[src/rtl/adr_fetch_pkg.sv]
// ADR core shared fetch definitions.
// Widths, reset constants, fetch FSM states and the fetch buffer entry.
package adr_fetch_pkg;

  localparam int PC_LEN   = 32;
  localparam int INST_LEN = 32;

  localparam logic [INST_LEN-1:0] ADR_NOP      = 32'h0000_0013;
  localparam logic [PC_LEN-1:0]   ADR_RESET_PC = 32'h0000_0000;

  typedef enum logic [1:0] {
    BOOT  = 2'd0,
    RUN   = 2'd1,
    DRAIN = 2'd2
  } adr_fetch_state_e;

  typedef struct packed {
    logic [PC_LEN-1:0]   pc;
    logic [INST_LEN-1:0] inst;
  } fetch_entry_t;

  function automatic logic [PC_LEN-1:0] pc_align(
    input logic [PC_LEN-1:0] pc
  );
    return pc & {{(PC_LEN-2){1'b1}}, 2'b00};
  endfunction

  // Sequential PC; the carry out of the top bit is dropped.
  function automatic logic [PC_LEN-1:0] pc_next(
    input logic [PC_LEN-1:0] pc
  );
    return pc + PC_LEN'(4);
  endfunction

endpackage

[src/rtl/adr_fetch_buf.sv]
// ADR fetch buffer: small FIFO of {pc, inst} entries feeding decode.
// Flush wins over push and pop in the same cycle.
module adr_fetch_buf
  import adr_fetch_pkg::*;
#(
  parameter  int DEPTH = 2,
  localparam int CW    = $clog2(DEPTH) + 1,
  localparam int PW    = (DEPTH > 1) ? $clog2(DEPTH) : 1
) (
  input  logic         clk,
  input  logic         reset,
  input  logic         push_i,
  input  logic         pop_i,
  input  logic         flush_i,
  input  fetch_entry_t data_i,
  output logic         full_o,
  output logic         empty_o,
  output logic [CW-1:0] count_o,
  output fetch_entry_t head_o
);

  fetch_entry_t  mem_q [DEPTH];
  logic [PW-1:0] rd_q, rd_d;
  logic [PW-1:0] wr_q, wr_d;
  logic [CW-1:0] cnt_q, cnt_d;
  logic          do_push, do_pop;

  function automatic logic [PW-1:0] inc(
    input logic [PW-1:0] p
  );
    return (p == PW'(DEPTH - 1)) ? '0 : p + 1'b1;
  endfunction

  assign full_o  = (cnt_q == CW'(DEPTH));
  assign empty_o = (cnt_q == '0);
  assign count_o = cnt_q;
  assign head_o  = mem_q[rd_q];

  assign do_pop  = pop_i && !empty_o;
  assign do_push = push_i && (!full_o || do_pop);

  // Pointer and occupancy update, flush clears everything.
  always_comb begin
    rd_d  = rd_q;
    wr_d  = wr_q;
    cnt_d = cnt_q;
    if (flush_i) begin
      rd_d  = '0;
      wr_d  = '0;
      cnt_d = '0;
    end else begin
      if (do_pop)  rd_d = inc(rd_q);
      if (do_push) wr_d = inc(wr_q);
      cnt_d = cnt_q + CW'(do_push) - CW'(do_pop);
    end
  end

  // Control state register.
  always_ff @(posedge clk or posedge reset) begin
    if (reset) begin
      rd_q  <= '0;
      wr_q  <= '0;
      cnt_q <= '0;
    end else begin
      rd_q  <= rd_d;
      wr_q  <= wr_d;
      cnt_q <= cnt_d;
    end
  end

  // Entry storage; contents are only read while occupied.
  always_ff @(posedge clk) begin
    if (do_push && !flush_i) mem_q[wr_q] <= data_i;
  end

endmodule

[src/rtl/adr_fetch.sv]
// ADR instruction fetch stage: PC, imem req/gnt/rvalid, decode handshake.
// Stale responses after a redirect are counted and dropped in DRAIN.
module adr_fetch
  import adr_fetch_pkg::*;
#(
  parameter logic [PC_LEN-1:0] RESET_PC  = ADR_RESET_PC,
  parameter int                MAX_OUTST = 2
) (
  input  logic                clk,
  input  logic                reset,
  output logic                if_imem_req_o,
  output logic [PC_LEN-1:0]   if_imem_addr_o,
  input  logic                imem_if_gnt_i,
  input  logic                imem_if_rvalid_i,
  input  logic [INST_LEN-1:0] imem_if_rdata_i,
  output logic                if_de_valid_o,
  input  logic                de_if_ready_i,
  output logic [INST_LEN-1:0] if_de_inst_o,
  output logic [PC_LEN-1:0]   if_de_pc_o,
  input  logic                ex_if_redirect_i,
  input  logic [PC_LEN-1:0]   ex_if_redirect_pc_i
);

  localparam int CW = $clog2(MAX_OUTST) + 1;
  localparam int OW = CW + 1;
  localparam int PW = (MAX_OUTST > 1) ? $clog2(MAX_OUTST) : 1;

  adr_fetch_state_e state_q, state_d;

  logic [PC_LEN-1:0] pc_q, pc_d;
  logic [CW-1:0]     outst_q, outst_d, outst_nx;
  logic [CW-1:0]     discard_q, discard_d;
  logic [CW-1:0]     discard_left, discard_rd;

  logic [PC_LEN-1:0] tag_q [MAX_OUTST];
  logic [PW-1:0]     tag_rd_q, tag_rd_d;
  logic [PW-1:0]     tag_wr_q, tag_wr_d;

  logic          fire, rsp_ok, drain_hit, pop;
  logic [OW-1:0] occ;

  logic          buf_push, buf_full, buf_empty;
  logic [CW-1:0] buf_count;
  fetch_entry_t  buf_head, buf_data;

  function automatic logic [PW-1:0] inc(
    input logic [PW-1:0] p
  );
    return (p == PW'(MAX_OUTST - 1)) ? '0 : p + 1'b1;
  endfunction

  assign buf_data = '{pc: tag_q[tag_rd_q], inst: imem_if_rdata_i};

  adr_fetch_buf #(
    .DEPTH (MAX_OUTST)
  ) u_buf (
    .clk     (clk),
    .reset   (reset),
    .push_i  (buf_push),
    .pop_i   (pop),
    .flush_i (ex_if_redirect_i),
    .data_i  (buf_data),
    .full_o  (buf_full),
    .empty_o (buf_empty),
    .count_o (buf_count),
    .head_o  (buf_head)
  );

  assign if_imem_addr_o = pc_q;
  assign if_de_valid_o  = !buf_empty;
  assign if_de_inst_o   = buf_empty ? ADR_NOP : buf_head.inst;
  assign if_de_pc_o     = buf_empty ? '0 : buf_head.pc;

  // Next-state, issue gating, counters; redirect overrides all else.
  always_comb begin
    state_d    = state_q;
    pc_d       = pc_q;
    tag_rd_d   = tag_rd_q;
    tag_wr_d   = tag_wr_q;
    buf_push   = 1'b0;
    if_imem_req_o = 1'b0;

    pop       = !buf_empty && de_if_ready_i;
    // A pop this cycle frees a slot before any new response can land.
    occ       = OW'(outst_q) + OW'(buf_count) - OW'(pop);
    rsp_ok    = imem_if_rvalid_i && (state_q != DRAIN)
                && (outst_q != '0);
    drain_hit = imem_if_rvalid_i && (state_q == DRAIN)
                && (discard_q != '0);

    unique case (state_q)
      BOOT:  state_d = RUN;
      RUN:   if_imem_req_o = !ex_if_redirect_i
                             && (occ < OW'(MAX_OUTST));
      DRAIN: if (drain_hit && discard_q == CW'(1)) state_d = RUN;
      default: state_d = BOOT;
    endcase

    fire         = if_imem_req_o && imem_if_gnt_i;
    outst_nx     = outst_q + CW'(fire) - CW'(rsp_ok);
    discard_left = discard_q - CW'(drain_hit);
    discard_rd   = discard_left + outst_nx;
    outst_d      = outst_nx;
    discard_d    = discard_left;

    if (fire) begin
      pc_d     = pc_next(pc_q);
      tag_wr_d = inc(tag_wr_q);
    end
    if (rsp_ok) begin
      tag_rd_d = inc(tag_rd_q);
      buf_push = 1'b1;
    end

    if (ex_if_redirect_i) begin
      pc_d      = pc_align(ex_if_redirect_pc_i);
      outst_d   = '0;
      discard_d = discard_rd;
      state_d   = (discard_rd != '0) ? DRAIN : RUN;
      tag_rd_d  = '0;
      tag_wr_d  = '0;
      buf_push  = 1'b0;
    end
  end

  // FSM, PC, counters and tag pointers.
  always_ff @(posedge clk or posedge reset) begin
    if (reset) begin
      state_q   <= BOOT;
      pc_q      <= RESET_PC;
      outst_q   <= '0;
      discard_q <= '0;
      tag_rd_q  <= '0;
      tag_wr_q  <= '0;
    end else begin
      state_q   <= state_d;
      pc_q      <= pc_d;
      outst_q   <= outst_d;
      discard_q <= discard_d;
      tag_rd_q  <= tag_rd_d;
      tag_wr_q  <= tag_wr_d;
    end
  end

  // Remember the PC of each granted request until its response.
  always_ff @(posedge clk) begin
    if (fire) tag_q[tag_wr_q] <= pc_q;
  end

  a_rsp_proto: assert property (@(posedge clk) disable iff (reset)
    !(imem_if_rvalid_i && outst_q == '0 && discard_q == '0))
    else $error("adr_fetch: rvalid with nothing outstanding");

  a_no_ovf: assert property (@(posedge clk) disable iff (reset)
    !(buf_push && buf_full && !pop))
    else $error("adr_fetch: fetch buffer overflow");

endmodule

[config.mk]
export PLATFORM = sky130hd
export DESIGN_NAME = adr_fetch
export DESIGN_NICKNAME = d
export VERILOG_FILES = /design/src/rtl/adr_fetch_pkg.sv /design/src/rtl/adr_fetch_buf.sv /design/src/rtl/adr_fetch.sv
export SDC_FILE = /design/constraint.sdc
export NUM_CORES = 1
export LEC_CHECK = 0
export CAP_MARGIN = 20
export CORE_MARGIN = 4
export CORE_UTILIZATION = 30
export DETAILED_ROUTE_END_ITERATION = 10
export MAX_ROUTING_LAYER = met4
export PLACE_DENSITY_LB_ADDON = 0.1
export SLEW_MARGIN = 20
export SYNTH_ARGS = -nofsm -noshare
export SYNTH_HDL_FRONTEND = slang
export SYNTH_SLANG_ARGS = --single-unit
[constraint.sdc]
create_clock -name clk -period 6.1 [get_ports clk]
set_clock_uncertainty 0.1 [all_clocks]
set_input_delay 1.22 -clock clk [delete_from_list [all_inputs] [get_ports clk]]
set_output_delay 1.22 -clock clk [all_outputs]
set_load 0.005 [all_outputs]
---- Word-level counts from Yosys, hierarchy flattened ----
Memories as Yosys holds them, arrays and structs flattened.
Cells that the tools add are included.
Widths: inputs -> output; s select.
word-level totals
  bits in read-only memories .............. 0
  memory bits (writable) .................. 192
  bits in latches ......................... 0
  flip-flop bits (word level) ............. 44
  output and inout bits ................... 98
  memories kept ........................... 2
  bits of input ports ..................... 70
memory list
  memory       words  bits a word  rd ports  clocked after memory_dff  wr ports  line                 source
  u_buf.mem_q  2      64           1         0                         1         adr_fetch_buf.sv:22  fetch_entry_t mem_q [DEPTH];
  tag_q        2      32           1         0                         1         adr_fetch.sv:35      logic [PC_LEN-1:0] tag_q [MAX_OUTST];
cells by class
  muxes and demuxes ....................... 30
  order comparisons ....................... 1
  multiply operators ...................... 0
  shifts and indexed selects .............. 0
  equality and inequality tests ........... 7
  add/sub/neg operators ................... 13
  bitwise operators ....................... 0
  reduce and logical (&&, ||, !) cells .... 25
  divide/modulo/power cells ............... 0
operator list
  cell                   number
  $mux 32                4
  $add 32x3->32 const B  1
  $mux 1                 19
  $reduce_bool 2->1      7
  $mux 2                 6
  $logic_and 1x1->1      11
  $pmux 2 s3             1
  $sub 2x1->2            3
  $add 1x1->1 const B    4
  $add 2x1->2            2
  $eq 2x1->1 const B     2
  $eq 2x2->1 const B     2
  $logic_not 2->1        2
  $ne 2x2->1 const B     2
  $add 2x2->3            1
  $logic_not 1->1        3
  $lt 3x2->1 const B     1
  $ne 3x2->1 const B     1
  $sub 3x1->3            1
  $add 2x2->2            1
  $reduce_and 2->1       1
  $logic_or 1x1->1       1

---- Logic depth before layout (Yosys ltp) ----
Gate-level depths: netlist of run 1.
  word-level depth ........................ 14
  gate-level depth with buffers ........... 17

---- Cells and area by module ----
A second synthesis of run 1 with hierarchy kept.
unflattened totals
  cell total of the unflattened synthesis .. 687
  area total of the unflattened synthesis .. 9,982.1 um2
by module, submodules not included
  module         instances  area an instance (um2)  cells each  seq. area each (um2)
  adr_fetch      1          5,076.1                 458         2,752.6
  adr_fetch_buf  1          4,906.0                 229         3,943.8

---- Least setup slack after synthesis of run 1 ----
OpenSTA, ideal clock, no wires.
  kind .................................... input-to-reg
  start ................................... input imem_if_rvalid_i
  end ..................................... memory u_buf.mem_q[0][0] (netlist name), enable pin
  stages .................................. 4
  required time ........................... 5.510 ns
  arrival time ............................ 4.603 ns
  slack ................................... 0.907 ns
  path buffers ............................ 0
  path through ............................ o21ai_0 a211oi_1 and2_1 nor2b_1
on the way
  cells in the longest elaborated chain, start to end .. 8
RTL lines
  item                          line                 source
  from (decl)                   adr_fetch.sv:14      input logic imem_if_rvalid_i,
  $logic_and 1x1->1             adr_fetch.sv:86      rsp_ok = imem_if_rvalid_i && (state_q != DRAIN)
  $logic_and 1x1->1             adr_fetch.sv:87      && (outst_q != '0);
  $mux 1                        adr_fetch.sv:110     if (rsp_ok) begin
  $mux 1                        adr_fetch.sv:115     if (ex_if_redirect_i) begin
  $logic_and 1x1->1             adr_fetch_buf.sv:40  assign do_push = push_i && (!full_o || do_pop);
  $logic_and 1x1->1             adr_fetch_buf.sv:73  if (do_push && !flush_i) mem_q[wr_q] <= data_i;
  $mux 1                        adr_fetch_buf.sv:73
  $mux 1 (not written as such)  adr_fetch_buf.sv:73
  to (decl)                     adr_fetch_buf.sv:22
Every way passes these cells.

---- Worst setup path after layout of run 1 ----
  start ................................... input de_if_ready_i
  end ..................................... output if_imem_req_o
on the way
  cells in the longest elaborated chain, start to end .. 5
RTL lines
  item               line             source
  from (decl)        adr_fetch.sv:17  input logic de_if_ready_i,
  $logic_and 1x1->1  adr_fetch.sv:83  pop = !buf_empty && de_if_ready_i;
  $sub 3x1->3        adr_fetch.sv:85  occ = OW'(outst_q) + OW'(buf_count) - OW'(pop);
  $lt 3x2->1         adr_fetch.sv:94  && (occ < OW'(MAX_OUTST));
  $logic_and 1x1->1  adr_fetch.sv:94
  $mux 1             adr_fetch.sv:91  unique case (state_q)
  to (decl)          adr_fetch.sv:11  output logic if_imem_req_o,
Every way passes these cells.

==> results of run 1 <==
[sequential cells by signal, indices dropped and copies added, names as in the netlist]
name	flops
tag_q	60
outst_q	2
if_imem_addr_o	30
u_buf.mem_q	124
tag_rd_q	1
tag_wr_q	1
u_buf.count_o	2
discard_q	2
u_buf.rd_q	1
u_buf.wr_q	1
state_q	2
[worst max-delay path: stages]
cell             delay [ns]
clkdlybuf4s50_1        0.49
and2_1                 0.20
ha_1                   0.24
inv_1                  0.09
nand2_1                0.07
fa_1                   0.44
xnor2_1                0.23
nor4_1                 0.34
clkdlybuf4s50_1        0.58
[synth_stat cells, drive strengths merged, types with 5 or more instances]
cell type  count  area share
mux2          30       0.036
or4            8      0.0063
mux2i         63       0.066
a31oi         18       0.012
buf           18       0.011
xnor2         12       0.011
dfrtp         42        0.11
and3           5      0.0034
nand4         17       0.012
xor2           6      0.0063
ha             9       0.012
nor4           6      0.0039
edfxtp       184        0.58
o21ai         19       0.010
inv           14      0.0055
nand2         23      0.0091
clkbuf        18      0.0093
a21oi          6      0.0032
o31ai          9      0.0071
nor2b          8      0.0053
nor2          91       0.036
nand3         13      0.0074
[metal layers]
layer,track usage,share of wire
met5,-,0
met3,0.02384,0.046
met4,0.03439,0.023
met2,0.2144,0.47
met1,0.1718,0.46
[layout by cell type, fill, tap and decap left out, types with 4 or more instances in the layout]
master / instances
edfxtp_1: 184
clkdlybuf4s50_1: 161
nor2_1: 89
mux2i_1: 63
dfrtp_1: 41
mux2_2: 30
clkbuf_16: 26
nand2_1: 23
o21ai_0: 19
a31oi_1: 18
nand4_1: 16
inv_1: 13
xnor2_1: 12
nand3_1: 12
buf_4: 10
o31ai_1: 9
ha_1: 9
or4_1: 8
nor2b_1: 7
nor4_1: 6
a21oi_1: 6
bufinv_16: 6
xor2_1: 5
clkinv_2: 5
clkbuf_1: 5
and4_1: 4
and2_1: 4
nor3_1: 4
a22o_1: 4
conb_1: 4
[path summary, 6_finish.rpt]
| path | start | endpoint | slack (ns) |
|---|---|---|---|
| max reg2reg | u_buf.count_o[1] | state_q[0] | 1.66 |
| max in group asynchronous | reset | u_buf.rd_q | 4.30 |
| min reg2reg | if_imem_addr_o[14] | tag_q[1][14] | 0.45 |
| min | if_imem_addr_o[14] | tag_q[1][14] | 0.45 |
| min in group asynchronous | reset | tag_wr_q | 1.05 |
| max | de_if_ready_i | if_imem_req_o | 0.88 |
[through the flow]
stage / setup slack [ns] / hold slack, ns / utilization / area (um2)
floorplan: 0.9072 / 0.3845 / - / 9522
global placement: 0.7967 / 0.4420 / 0.3741 / 11560
detailed placement: 0.6827 / 0.4349 / 0.3741 / 11560
CTS: 0.8867 / 0.4487 / 0.4048 / 12510
global route: 0.7481 / 0.4668 / 0.4048 / 12510
finish: 0.8822 / 0.4511 / 0.4048 / 12510
[cell families (layout without fill, tap and decap cells)]
logic type	count (synthesis)	after routing
buffers and inverters	51	235
muxes	93	93
AOI/OAI and AO/OA	64	64
DFF	226	226
adders and majority gates	10	10
other	1	4
and+or+nand+nor	197	197
xor gates and xnor gates	19	19
[final cells by class]
cell class / count / area (um2)
Clock buffer: 34 / 710.7
Clock inverter: 14 / 236.5
Fill cell: 2923 / 18400
Inverter: 15 / 57.56
Multi-Input combinational cell: 387 / 2725
Sequential cell: 226 / 6580
Tap cell: 396 / 495.5
Timing Repair Buffer: 172 / 1707
[power by group]
group / switching (mW) / internal (mW) / total (mW) / leakage, nW
Sequential: 0.133 / 1.81 / 1.94 / 2.15
Clock: 0.612 / 1.07 / 1.69 / 0.461
Combinational: 0.571 / 0.644 / 1.21 / 1.56
==> impl_metrics.json, run 1 <==
{
  "worstSetupPathType": "input port to output pin",
  "ant_nets": 0,
  "grt_pass1_wl_um": 34580,
  "numPortBuffers": 161,
  "peakVddDrop_mv": 0.2003,
  "cts.clk_slew.worst_paths_ns": 0.06,
  "outcome": "complete, no violations",
  "max_freq_mhz": 191.7,
  "clk_latency_ns": 0.53,
  "grt_max_degree": 63,
  "p_per_area_nw_per_um2": 386.8,
  "syn_inst": 661,
  "dp_cells": 1196,
  "path_max_fanout": 5,
  "period_share": 0.8554,
  "diodes": 0,
  "hold_viol_final": 0,
  "synth-simple-area-share": 0.1031,
  "cts_htree_levels": 1,
  "yosys_warnings": 0,
  "drive_gt1_frac": 0.1144,
  "hpwl_um": 14790,
  "die_w_um": 186.1,
  "p_total_mw": 4.839,
  "worstHoldPathCells": 0,
  "fin_crit_ns": 5.218,
  "fin_cells": 1244,
  "synth_edf_count": 184,
  "nets": 908,
  "grt_pass1_vias": 6069,
  "gr-total-overflow": 0,
  "wl_per_cell_um": 18.10,
  "synth_xor_area_frac": 0.01973,
  "start_kind": "input port",
  "cts_tree": "built",
  "synth_top_family_by_area": "simple AND/OR/NAND/NOR gates",
  "antenna_found_initial": 0,
  "firstDrtPassIters": 4,
  "synth_area_per_cell_um2": 14.39,
  "ys_ff_latch": 226,
  "root_buffer": "clkbuf_16",
  "ys_types": 54,
  "numCtsBuffers": 26,
  "die_h_um": 186.1,
  "synth_flop_cell": "edfxtp_1",
  "min_path_type": "register to register",
  "post-cts-setup-buffers": 0,
  "core_um2": 30910,
  "syn_to_final_growth_pct": 31.56,
  "yosys.area_share.adder": 0.01395,
  "grt_usage": 0.1319,
  "setup_viol": 0,
  "maxCapViolCount": 0,
  "num_io_pins": 168,
  "cp-end-kind": "output pin",
  "fp-row-count": 64,
  "drt_wl_total_um": 22520,
  "synth_mux_area_frac": 0.1018,
  "rsz0062_at_grt": "false",
  "synth_compound_area_frac": 0.04342,
  "gp_congestion": 0.7486,
  "worst_slew_pin_slew_ns": 1.000,
  "vias_per_cell": 4.744,
  "critPathArrivalTime_ns": 3.90,
  "drcViolationCount": 0,
  "cp.required_ns": 4.78,
  "cts_resized": 0,
  "cts_buffer_depth": 3,
  "maxSlewViolCount": 0,
  "netlist_area_um2": 9510,
  "setup_tns_ns": 0,
  "ys_seq_area_frac": 0.6915,
  "drtIter0Drc": 262,
  "design.die.area_um2": 34610,
  "leakage_nw": 4.162,
  "start_util": 0.3077,
  "worst_r2r_path_depth": 17,
  "cts_sinks": 226,
  "async_flop_share": 0.1858,
  "max_slew_margin": 0.3333,
  "vias": 5901,
  "ctsHoldBuffers": 0
}
No activity file was read; power rests on OpenSTA's default activity.
==> run 2: changes to the inputs <==
--- a/config.mk
+++ b/config.mk
@@ -5,7 +5,6 @@
 export SDC_FILE = /design/constraint.sdc
 export NUM_CORES = 1
 export LEC_CHECK = 0
-export CAP_MARGIN = 20
 export CORE_MARGIN = 4
 export CORE_UTILIZATION = 30
 export DETAILED_ROUTE_END_ITERATION = 10
==> results of run 2 <==
The final DEF is identical to that of run 1; final timing and power are the same.
